--- src/rtl/sysid_regbank.sv ---
// System-identification register bank on an Avalon-MM slave port.
// Read-only identity words, a 64-bit free-running uptime counter with an
// atomic LO/HI snapshot, a control register and a set of scratch registers.
// Reads are registered and return one cycle after the request.
module sysid_regbank #(
    parameter int          ADDR_W      = 4,
    parameter logic [31:0] SYSTEM_ID   = 32'h0000_CAFE,
    parameter logic [31:0] TIMESTAMP   = 32'h637F_84E3,
    parameter logic [31:0] VERSION     = 32'h0001_0000,
    parameter int          NUM_SCRATCH = 2
) (
    input  logic              clock,
    input  logic              reset_n,
    input  logic [ADDR_W-1:0] address,
    input  logic              read,
    input  logic              write,
    input  logic [31:0]       writedata,
    output logic [31:0]       readdata,
    output logic              readdatavalid
);

    localparam logic [ADDR_W-1:0] A_ID    = ADDR_W'(0);
    localparam logic [ADDR_W-1:0] A_TS    = ADDR_W'(1);
    localparam logic [ADDR_W-1:0] A_VER   = ADDR_W'(2);
    localparam logic [ADDR_W-1:0] A_CTRL  = ADDR_W'(3);
    localparam logic [ADDR_W-1:0] A_UP_LO = ADDR_W'(4);
    localparam logic [ADDR_W-1:0] A_UP_HI = ADDR_W'(5);
    localparam int                SCR_BASE = 6;

    logic [63:0] up_cnt;
    logic [31:0] hi_snap;
    logic        freeze;
    logic [31:0] scratch [NUM_SCRATCH];

    logic        wr_en;
    logic        clear_hit;
    logic        lo_read;
    logic [31:0] rd_mux;

    // A write that collides with a read is dropped; the read wins.
    assign wr_en     = write & ~read;
    assign clear_hit = wr_en & (address == A_CTRL) & writedata[1];
    assign lo_read   = read & (address == A_UP_LO);

    // Select the word addressed by the current request; unmapped words read 0.
    always_comb begin
        rd_mux = '0;
        case (address)
            A_ID:    rd_mux = SYSTEM_ID;
            A_TS:    rd_mux = TIMESTAMP;
            A_VER:   rd_mux = VERSION;
            A_CTRL:  rd_mux = {31'd0, freeze};
            A_UP_LO: rd_mux = up_cnt[31:0];
            A_UP_HI: rd_mux = hi_snap;
            default: rd_mux = '0;
        endcase
        for (int i = 0; i < NUM_SCRATCH; i++) begin
            if (address == ADDR_W'(SCR_BASE + i)) begin
                rd_mux = scratch[i];
            end
        end
    end

    // Registered read port; readdata holds between accepted reads.
    always_ff @(posedge clock) begin
        if (!reset_n) begin
            readdata      <= '0;
            readdatavalid <= 1'b0;
        end else begin
            readdatavalid <= read;
            if (read) begin
                readdata <= rd_mux;
            end
        end
    end

    // Uptime counter: CLEAR beats FREEZE beats increment; the LO read edge
    // latches the matching upper half from the same pre-increment value.
    always_ff @(posedge clock) begin
        if (!reset_n) begin
            up_cnt  <= '0;
            hi_snap <= '0;
        end else begin
            if (clear_hit) begin
                up_cnt <= '0;
            end else if (!freeze) begin
                up_cnt <= up_cnt + 64'd1;
            end
            if (lo_read) begin
                hi_snap <= up_cnt[63:32];
            end
        end
    end

    // Control register: only FREEZE is stored, CLEAR acts as a pulse.
    always_ff @(posedge clock) begin
        if (!reset_n) begin
            freeze <= 1'b0;
        end else if (wr_en && address == A_CTRL) begin
            freeze <= writedata[0];
        end
    end

    // Scratch registers for host software.
    always_ff @(posedge clock) begin
        if (!reset_n) begin
            for (int i = 0; i < NUM_SCRATCH; i++) begin
                scratch[i] <= '0;
            end
        end else begin
            for (int i = 0; i < NUM_SCRATCH; i++) begin
                if (wr_en && address == ADDR_W'(SCR_BASE + i)) begin
                    scratch[i] <= writedata;
                end
            end
        end
    end

endmodule

--- config.mk ---
export PLATFORM = sky130hd
export DESIGN_NAME = sysid_regbank
export DESIGN_NICKNAME = d
export VERILOG_FILES = /design/src/rtl/sysid_regbank.sv
export SDC_FILE = /design/constraint.sdc
export NUM_CORES = 1
export LEC_CHECK = 0
export ABC_AREA = 0
export CAP_MARGIN = 0
export CORE_AREA = 2 2 127 129
export CTS_CLUSTER_SIZE = 8
export DETAILED_ROUTE_END_ITERATION = 8
export DIE_AREA = 0 0 129 131
export PLACE_DENSITY = 0.89
export SLEW_MARGIN = 10
export SYNTH_ARGS = -nofsm -noshare
export SYNTH_HDL_FRONTEND = slang
export SYNTH_SLANG_ARGS = --single-unit
--- constraint.sdc ---
create_clock -name clock -period 5.92 [get_ports clock]
set_input_delay 0.592 -clock clock [delete_from_list [all_inputs] [get_ports clock]]
set_output_delay 0.592 -clock clock [all_outputs]
set_load 0.03 [all_outputs]
==> results.yml, run 1 <==
setup_path:
  cp.arrival_ns: 3.74
  required_ns: 6.27
  cp_max_fo: 13
  path_class: "flip-flop to flip-flop"
  end_kind: "flip-flop"
  r2r_cells: 6
  r2r_slack_ns: 2.53
  r2r-start: "up_cnt[0]"
  worst_setup_path_start_kind: "flip-flop"
  r2r_end: "up_cnt[48]"
layout:
  final_area_um2: 10290
  final_layout_size_suffix_gt1_share_pct: 9.014
  nets: 971
  layout_common_cells: "dfxtp_1 (130), nand2_1 (94), clkdlybuf4s50_1 (68)"
  diodes: 0
  area_delta_synth_final_pct: 16.27
  mostFrequentLayoutCell: "dfxtp_1"
power_and_ir_drop:
  vdd_drop_max_uv: 209.1
  p_per_area_nw_per_um2: 280.5
  leakage_nw: 3.426
  finalPower_mw: 2.886
cts:
  holdBufCountCts: 0
  clock_path_buffers: 2
  clkTransAtPathRegs_ns: 0.07
  clk_latency_ns: 0.45
  post_cts_buffers: 0
  htree_levels: 4
  cts.sinks: 194
  cts_tree: "done"
  cts_made_buffers: 17
  cts-root-buf: "clkbuf_16"
  cts.repair.resized: 0
worst_hold_path:
  hp-start: "hi_snap[24]"
  hold_path.class: "flip-flop to flip-flop"
  holdPathStages: 2
  min_to: "hi_snap[24]"
global_route:
  grt_overflow: 0
  grt_max_degree: 71
  track_usage_pct: 26.46
  first_global_vias: 6501
  antenna_found_initial: 0
  grt_pass1_wl_um: 34390
timing:
  holdWs_ns: 0.4800
  drv_slew: 0
  setup_slack_ns: 2.532
  setup-tns-final_ns: 0
  rsz0062_at_grt: "false"
  hold_violations: 0
  max_slew.worst_pin.slew_ns: 1.247
  setup_viol: 0
  finClkSkew_ns: 0.01633
  fmax_mhz: 295.2
  fin_crit_sh_pct: 57.23
  relSlewSlack_pct: 16.54
  finalCriticalPeriod_ns: 3.388
die:
  die-area_um2: 16900
  placement_rows: 46
  initial_core_util_pct: 56.74
  core_area_um2: 15600
  die_y_um: 131
  io_pins: 73
  die_x_um: 129
routing:
  drt-total-wl_um: 21870
  drt_iter0_markers: 631
  drtAntennaViolNets: 0
  wl_per_cell_um: 18.87
  route.vias.total: 7041
  drc_errors: 0
  dr.pass1.iters: 6
  vias_per_cell: 6.075
job:
  maxCapViolCount: 0
place:
  gp_congestion: 0.9024
  pre_cts_slack_ns: 2.302
  placed_area_um2: 9627
  dp_hpwl_um: 14450
  numPortBuffers: 72
outcome:
  status: "finished, final reports clean"
synthesis:
  synth_edf_count: 64
  synth_area_um2: 8850
  synth_seq_cells: 194
  synthCells: 890
  async_flop_share_pct: 0
  syn-num-nets: 931
  seq_area_frac_synth_pct: 51.12
  yosys.cell_types.count: 55
  avgSynthCellArea_um2: 9.944
  synthFlopType: "dfxtp_1"
  yosys_warnings: 0
## critical path: stages (launching register included)
cell     delay (ns)
dfxtp_1        0.46
ha_1           0.28
nand3_1        0.15
nor2_1         0.96
nand4_1        0.64
or4_1          0.59
a21oi_1        0.20
## synthesized netlist by cell type, types with 10 or more instances
library cell / instances / area [um^2]
xor2_1: 30 / 262.8
and2_1: 41 / 256.5
or4_1: 10 / 75.07
o21ai_0: 37 / 185.2
inv_1: 16 / 60.06
mux2_2: 16 / 180.2
edfxtp_1: 64 / 1922
nor2_1: 51 / 191.4
or3_1: 12 / 75.07
dfxtp_1: 130 / 2603
o2111ai_1: 10 / 87.58
o22a_1: 10 / 87.58
xnor2_1: 11 / 96.34
clkbuf_1: 45 / 168.9
nand2_1: 94 / 352.8
nor2b_1: 17 / 106.4
a21boi_0: 55 / 412.9
o31ai_1: 10 / 75.07
a21oi_1: 33 / 165.2
nand2b_1: 31 / 193.9
nand3_1: 33 / 165.2
o211ai_1: 14 / 105.1
nand4_1: 25 / 156.4
## kinds of logic after synthesis
logic type      count (synthesis)  share of synthesized area, %
simple gates                  356                         22.51
compound gates                205                         16.26
fa+ha+maj                       1                        0.1414
mux                            20                         2.488
xor+xnor                       41                         4.058
flops                         194                         51.12
buf+inv                        73                         3.421
## state kept, by name, indices dropped and copies added (netlist names)
register       flops
readdata          32
freeze             1
hi_snap           32
up_cnt            64
readdatavalid      1
scratch           64
## per-layer routing
metal	wire [um]	global-route usage, %
met1	9379	36.39
met2	10280	41.52
met3	1582	5.212
met4	630	10.55
met5	0	0
## how the worst max path moves through the flow
stage / startpoint / end / slack [ns]
after global routing: up_cnt[0] / up_cnt[52] / 2.39
after global placement: address[3] / hi_snap[14] / 2.34
after floorplan: address[1] / scratch[0][32] / 1.54
final: up_cnt[0] / up_cnt[48] / 2.53
after CTS: address[3] / hi_snap[1] / 2.70
after detailed placement: address[3] / hi_snap[16] / 2.30
## metrics by stage
| step | util [%] | std cells |
|---|---|---|
| 2_1_floorplan | - | 890 |
| 3_3_place_gp | 61.72 | 1127 |
| 3_5_place_dp | 61.72 | 1127 |
| 4_1_cts | 65.94 | 1159 |
| 5_1_grt | 65.97 | 1159 |
| 6_report | 65.97 | 1159 |
## final cells by class
cell class	instances	area [um^2]
clock buffers	20	456.7
inverters	16	60.06
repair buffers	78	745.7
multi-input cells	623	4031
well taps	216	270.3
clock inverters	12	201.4
fillers	1134	5308
flip-flops and latches	194	4524
## report_power, final
| part | leakage, nW | internal, mW | switching, mW |
|---|---|---|---|
| logic | 1.45 | 0.0785 | 0.103 |
| clock network | 0.317 | 0.774 | 0.507 |
| registers | 1.66 | 1.41 | 0.0157 |
| total | 3.43 | 2.26 | 0.626 |
Note: power is estimated with default switching activity, not from simulation.
==> inputs of run 2 (changes only) <==
--- a/config.mk
+++ b/config.mk
@@ -7,11 +7,11 @@
 export LEC_CHECK = 0
 export ABC_AREA = 0
 export CAP_MARGIN = 0
-export CORE_AREA = 2 2 127 129
+export CORE_AREA = 2 2 134 136
 export CTS_CLUSTER_SIZE = 8
 export DETAILED_ROUTE_END_ITERATION = 8
-export DIE_AREA = 0 0 129 131
-export PLACE_DENSITY = 0.89
+export DIE_AREA = 0 0 136 138
+export PLACE_DENSITY = 0.84
 export SLEW_MARGIN = 10
 export SYNTH_ARGS = -nofsm -noshare
 export SYNTH_HDL_FRONTEND = slang
==> constraint.sdc (replaced) <==
create_clock -name clock -period 3.1 [get_ports clock]
set_input_delay 0.31 -clock clock [delete_from_list [all_inputs] [get_ports clock]]
set_output_delay 0.31 -clock clock [all_outputs]
set_load 0.03 [all_outputs]
==> run 2 against run 1 <==
  * Combinational power grew 100%
  * Via count down 0.82%
  * Critical endpoint is now up_cnt[52]
  * Largest power group unchanged
  * Cell area is 0.84% higher
  * Setup slack lost 1.9 ns
  * Routed wire length decreased by 0.46%
  * Critical path depth fell by 1
==> results.yml, run 2 (synthesis gave the netlist of run 1 again) <==
global_route:
  antenna_found_initial: 0
  grt_pass1_wl_um: 35510
  grt_overflow: 0
  first_global_vias: 6604
  track_usage_pct: 23.87
  grt_max_degree: 39
die:
  initial_core_util_pct: 50.47
  placement_rows: 49
  die-area_um2: 18770
  core_area_um2: 17530
  die_y_um: 138
  die_x_um: 136
  io_pins: 73
worst_hold_path:
  hold_path.class: "primary input to flip-flop"
timing:
  finalCriticalPeriod_ns: 2.484
  fin_crit_sh_pct: 80.12
  max_slew.worst_pin.slew_ns: 0.6417
  setup_viol: 0
  fmax_mhz: 402.6
  drv_slew: 0
  setup-tns-final_ns: 0
  finClkSkew_ns: 0.008779
  rsz0062_at_grt: "false"
  relSlewSlack_pct: 56.83
  hold_violations: 0
setup_path:
  worst_setup_path_start_kind: "flip-flop"
  cp.arrival_ns: 2.85
  worstSetupEndpoint: "up_cnt[52]"
  r2r_end: "up_cnt[52]"
  r2r_slack_ns: 0.62
  r2r_cells: 5
  required_ns: 3.46
  path_class: "flip-flop to flip-flop"
  startpoint: "up_cnt[8]"
  cp_max_fo: 12
  end_kind: "flip-flop"
  r2r-start: "up_cnt[8]"
outcome:
  status: "finished, final reports clean"
place:
  dp_hpwl_um: 15190
  placed_cells: 1157
  numPortBuffers: 72
  gp_congestion: 0.9310
power_and_ir_drop:
  p_seq_share_pct: 51.8
  p_per_area_nw_per_um2: 505.3
  vdd_drop_max_uv: 518.1
  finalPower_mw: 5.243
  combinationalPowerShare_pct: 6.9
  internal_power_mw: 3.929
  p_sw_mw: 1.314
  netSwitchingFraction_pct: 25.07
  pwr-share-clk_pct: 41.3
  leakage_nw: 3.485
layout:
  layout_common_cells: "dfxtp_1 (130), nand2_1 (94), clkdlybuf4s50_1 (68)"
  mostFrequentLayoutCell: "dfxtp_1"
  reg.largest.list: "scratch: 64 flops, up_cnt: 64 flops"
  final_cells: 1189
  fillCellCount: 1479
  nets: 988
  postLayoutCoreUtil_pct: 59.18
  final_layout_size_suffix_gt1_share_pct: 10.63
  area_delta_synth_final_pct: 17.25
  diodes: 0
job:
  maxCapViolCount: 0
cts:
  clock_path_buffers: 2
  post_cts_buffers: 0
  cts_tree: "done"
  clk_latency_ns: 0.44
  cts_made_buffers: 17
  cts-root-buf: "clkbuf_16"
  htree_levels: 4
  cts.repair.resized: 0
  holdBufCountCts: 0
  clkTransAtPathRegs_ns: 0.08
  cts.sinks: 194
routing:
  route.vias.total: 6983
  drt-total-wl_um: 21770
  met2WireLength_um: 9948
  vias_per_cell: 5.873
  drt_iter0_markers: 850
  drc_errors: 0
  wl_per_cell_um: 18.31
  dr_wl_met3_um: 1278
  routed.top_layer: "met4"
  wl_met1_um: 10130
  dr.pass1.iters: 5
  drtAntennaViolNets: 0
==> run 2: changes by cell type in the layout (fill, tap and decap cells not counted), moves of 3 or more <==
cell	previous run	this run
inv_8	0	3
clkinv_8	0	4
buf_4	6	22
bufinv_16	5	0
==> run 2: cell type report <==
cell class	count	area [um^2]	share of cell area [%]
clock buffer	17	425.4	4.100
clock inverter	15	167.7	1.616
inverter	16	60.06	0.5788
multi-input combinational	623	4026	38.80
sequential	194	4524	43.60
tap	229	286.5	2.761
timing repair buffer	95	885.9	8.537
==> run 2: power by group through the flow <==
stage                     sequential (mW)  combinational [mW]  clock, mW
after floorplan                      2.79               0.185          0
after global placement               2.77               0.355          0
after detailed placement             2.77               0.359          0
after CTS                            2.71               0.362       2.19
after global routing                 2.72               0.391       2.27
final                                2.72               0.364       2.16
==> run 2: worst max-delay path, stage by stage (launching register included) <==
cell and delay (ns):
dfxtp_1 0.46, nand4_2 0.28, nor3_4 0.43, nand4_1 0.46, or4_1 0.61, a21oi_1 0.17
==> run 2: worst min path at each step <==
stage	endpoint	slack, ns	cells past startpoint	start
final	readdata[7]	0.35	3	read
after global routing	hi_snap[13]	0.38	2	reset_n
after CTS	readdata[7]	0.33	3	read
after detailed placement	hi_snap[5]	0.46	2	hi_snap[5]
after global placement	hi_snap[5]	0.45	2	hi_snap[5]
after floorplan	hi_snap[15]	0.44	2	hi_snap[15]
==> run 2: routing by layer <==
layer  vias to the layer above  GRT usage (%)
met5                         -              0
met4                         0          6.798
met3                        37          4.070
met2                       270          36.29
met1                      3349          35.12
li1                       3327              -
==> run 2: stage by stage <==
step                      instance area [um^2]  setup slack (ns)  hold WS, ns
after floorplan                           8853            0.4705       0.4389
after CTS                                10380            0.6745       0.3252
after global placement                    9783            0.7439       0.4518
after global routing                     10380            0.4646       0.3847
after detailed placement                  9783            0.6811       0.4588
final                                    10380            0.6161       0.3547
==> inputs of run 3 (changes only) <==
==> constraint.sdc (replaced) <==
create_clock -name clock -period 2.2 [get_ports clock]
set_input_delay 0.22 -clock clock [delete_from_list [all_inputs] [get_ports clock]]
set_output_delay 0.22 -clock clock [all_outputs]
set_load 0.03 [all_outputs]
==> run 3 against run 2 <==
  * Via count increased by 3.7%
  * Critical path depth up 2
  * Cell count rose by 4.2%
  * Critical path type unchanged
  * Cell area increased by 4.7%
  * Highest routed layer unchanged
  * Die area did not move
==> results.yml, run 3 (synthesis gave the netlist of run 1 again) <==
global_route:
  grt_pass1_wl_um: 36300
  antenna_found_initial: 0
  grt_overflow: 0
  first_global_vias: 6726
  grt_max_degree: 55
  track_usage_pct: 24.60
setup_path:
  worst_setup_path_start_kind: "flip-flop"
  path_buf_inv: 1
  cpLargestDelayFamily: "simple AND/OR/NAND/NOR gates"
  max_stage_delay_ns: 0.46
  r2r_slack_ns: 0.09
  required_ns: 2.57
  cp_slowest_cell: "or4_1"
  crit_chain: "ha_1 -> nand3_1 -> nor2_2 -> nand4_1 -> buf_4 -> or4_1 -> a21oi_1"
  cp.arrival_ns: 2.48
  path_class: "flip-flop to flip-flop"
  end_kind: "flip-flop"
  cp_max_fo: 10
die:
  initial_core_util_pct: 50.47
  die_x_um: 136
  placement_rows: 49
  die_y_um: 138
  core_area_um2: 17530
  io_pins: 73
  die-area_um2: 18770
place:
  numPortBuffers: 72
  placed_area_um2: 10200
  pre_cts_slack_ns: 0.05990
  dp_hpwl_um: 15860
  gp_congestion: 0.9232
cts:
  clock_path_buffers: 2
  cts-root-buf: "clkbuf_16"
  holdBufCountCts: 0
  htree_levels: 4
  cts_tree: "done"
  clk_latency_ns: 0.44
  cts_made_buffers: 17
  cts.sinks: 194
  clkTransAtPathRegs_ns: 0.07
power_and_ir_drop:
  internal_power_mw: 5.704
  vdd_drop_max_uv: 555.9
  p_seq_share_pct: 51.0
  combinationalPowerShare_pct: 7.3
  netSwitchingFraction_pct: 23.99
  pwr-share-clk_pct: 41.7
  leakage_nw: 3.809
  finalPower_mw: 7.505
  p_sw_mw: 1.800
  p_per_area_nw_per_um2: 690.6
layout:
  final_area_um2: 10870
  fillCellCount: 1405
  nets: 1038
  diodes: 0
  postLayoutCoreUtil_pct: 61.97
  final_layout_size_suffix_gt1_share_pct: 15.45
  reg.largest.list: "scratch: 64 flops, up_cnt: 64 flops"
  area_delta_synth_final_pct: 22.79
  layout_common_cells: "dfxtp_1 (128), nand2_1 (93), clkdlybuf4s50_1 (68), buf_4 (68), edfxtp_1 (64)"
  mostFrequentLayoutCell: "dfxtp_1"
routing:
  drtAntennaViolNets: 0
  wl_met1_um: 10150
  dr_wl_met3_um: 1585
  dr.pass1.iters: 5
  vias_per_cell: 5.842
  wl_per_cell_um: 18.59
  route.vias.total: 7238
  drt_iter0_markers: 917
  routed.top_layer: "met4"
  drt-total-wl_um: 23040
  met2WireLength_um: 10920
  drc_errors: 0
timing:
  fin_crit_sh_pct: 95.80
  relSlewSlack_pct: 63.91
  setup-tns-final_ns: 0
  max_slew.worst_pin.slew_ns: 0.5365
  finClkSkew_ns: 0.008964
  fmax_mhz: 474.5
  setup_slack_ns: 0.09236
  hold_violations: 0
  setup_viol: 0
  rsz0062_at_grt: "false"
  finalCriticalPeriod_ns: 2.108
  drv_slew: 0
job:
  maxCapViolCount: 0
worst_hold_path:
  hold_path.class: "primary input to flip-flop"
outcome:
  status: "finished, final reports clean"
==> run 3: cell types whose count changed in the layout (fill, tap and decap cells not counted), moves of 2 or more <==
| cell | delta |
|---|---|
| buf_12 | +4 |
| buf_4 | +46 |
| clkinv_4 | -2 |
| clkinv_8 | -4 |
| dfxtp_1 | -2 |
| dfxtp_2 | +2 |
| nand3_1 | -2 |
| nand3_2 | +2 |
| nand4_2 | -3 |
| nand4_4 | +3 |
| nor4_2 | -2 |
| nor4_4 | +2 |
==> run 3: worst reg2reg max path, stage by stage (launching register included) <==
cell and delay, ns:
dfxtp_1 0.38, ha_1 0.25, nand3_1 0.23, nor2_2 0.24, nand4_1 0.15, buf_4 0.20, or4_1 0.46, a21oi_1 0.14
==> run 3: timing repair <==
| item | CTS | global route |
|---|---|---|
| setup endpoints to repair | 0 | 9 |
| resized for setup | 0 | 10 |
| buffers inserted | 0 | 3 |
==> run 3: cell type report <==
class,instances,area (um^2),area share [%]
tap,229,286.5,2.637
clock buffer,19,454.2,4.180
inverter,16,60.06,0.5527
multi-input combinational,623,4093,37.66
clock inverter,13,135.1,1.244
timing repair buffer,145,1311,12.07
sequential,194,4527,41.66
==> run 3: stage by stage <==
step           instances  hold WS (ns)
2_1_floorplan        890        0.3895
3_3_place_gp        1204        0.4496
3_5_place_dp        1204        0.4577
4_1_cts             1236        0.1765
5_1_grt             1239        0.1880
6_report            1239        0.1846
==> run 3: routing by layer <==
metal | vias up | global-route usage, %
li1 | 3420 | -
met1 | 3495 | 34.81
met2 | 297 | 38.80
met3 | 26 | 4.070
met4 | 0 | 7.401
met5 | - | 0
==> run 3: worst paths after layout <==
check,startpoint,end,cells after the start
max,up_cnt[0],up_cnt[52],7
min,reset_n,readdata[1],2
max reg2reg,up_cnt[0],up_cnt[52],7
min reg2reg,hi_snap[0],hi_snap[0],2
==> run 3: power by group through the flow <==
stage                     Clock, mW  Sequential (mW)  Combinational [mW]
after floorplan                   0             3.94               0.263
after global placement            0             3.90               0.528
after detailed placement          0             3.91               0.535
after CTS                      3.14             3.83               0.543
after global routing           3.28             3.83               0.581
final                          3.13             3.83               0.547
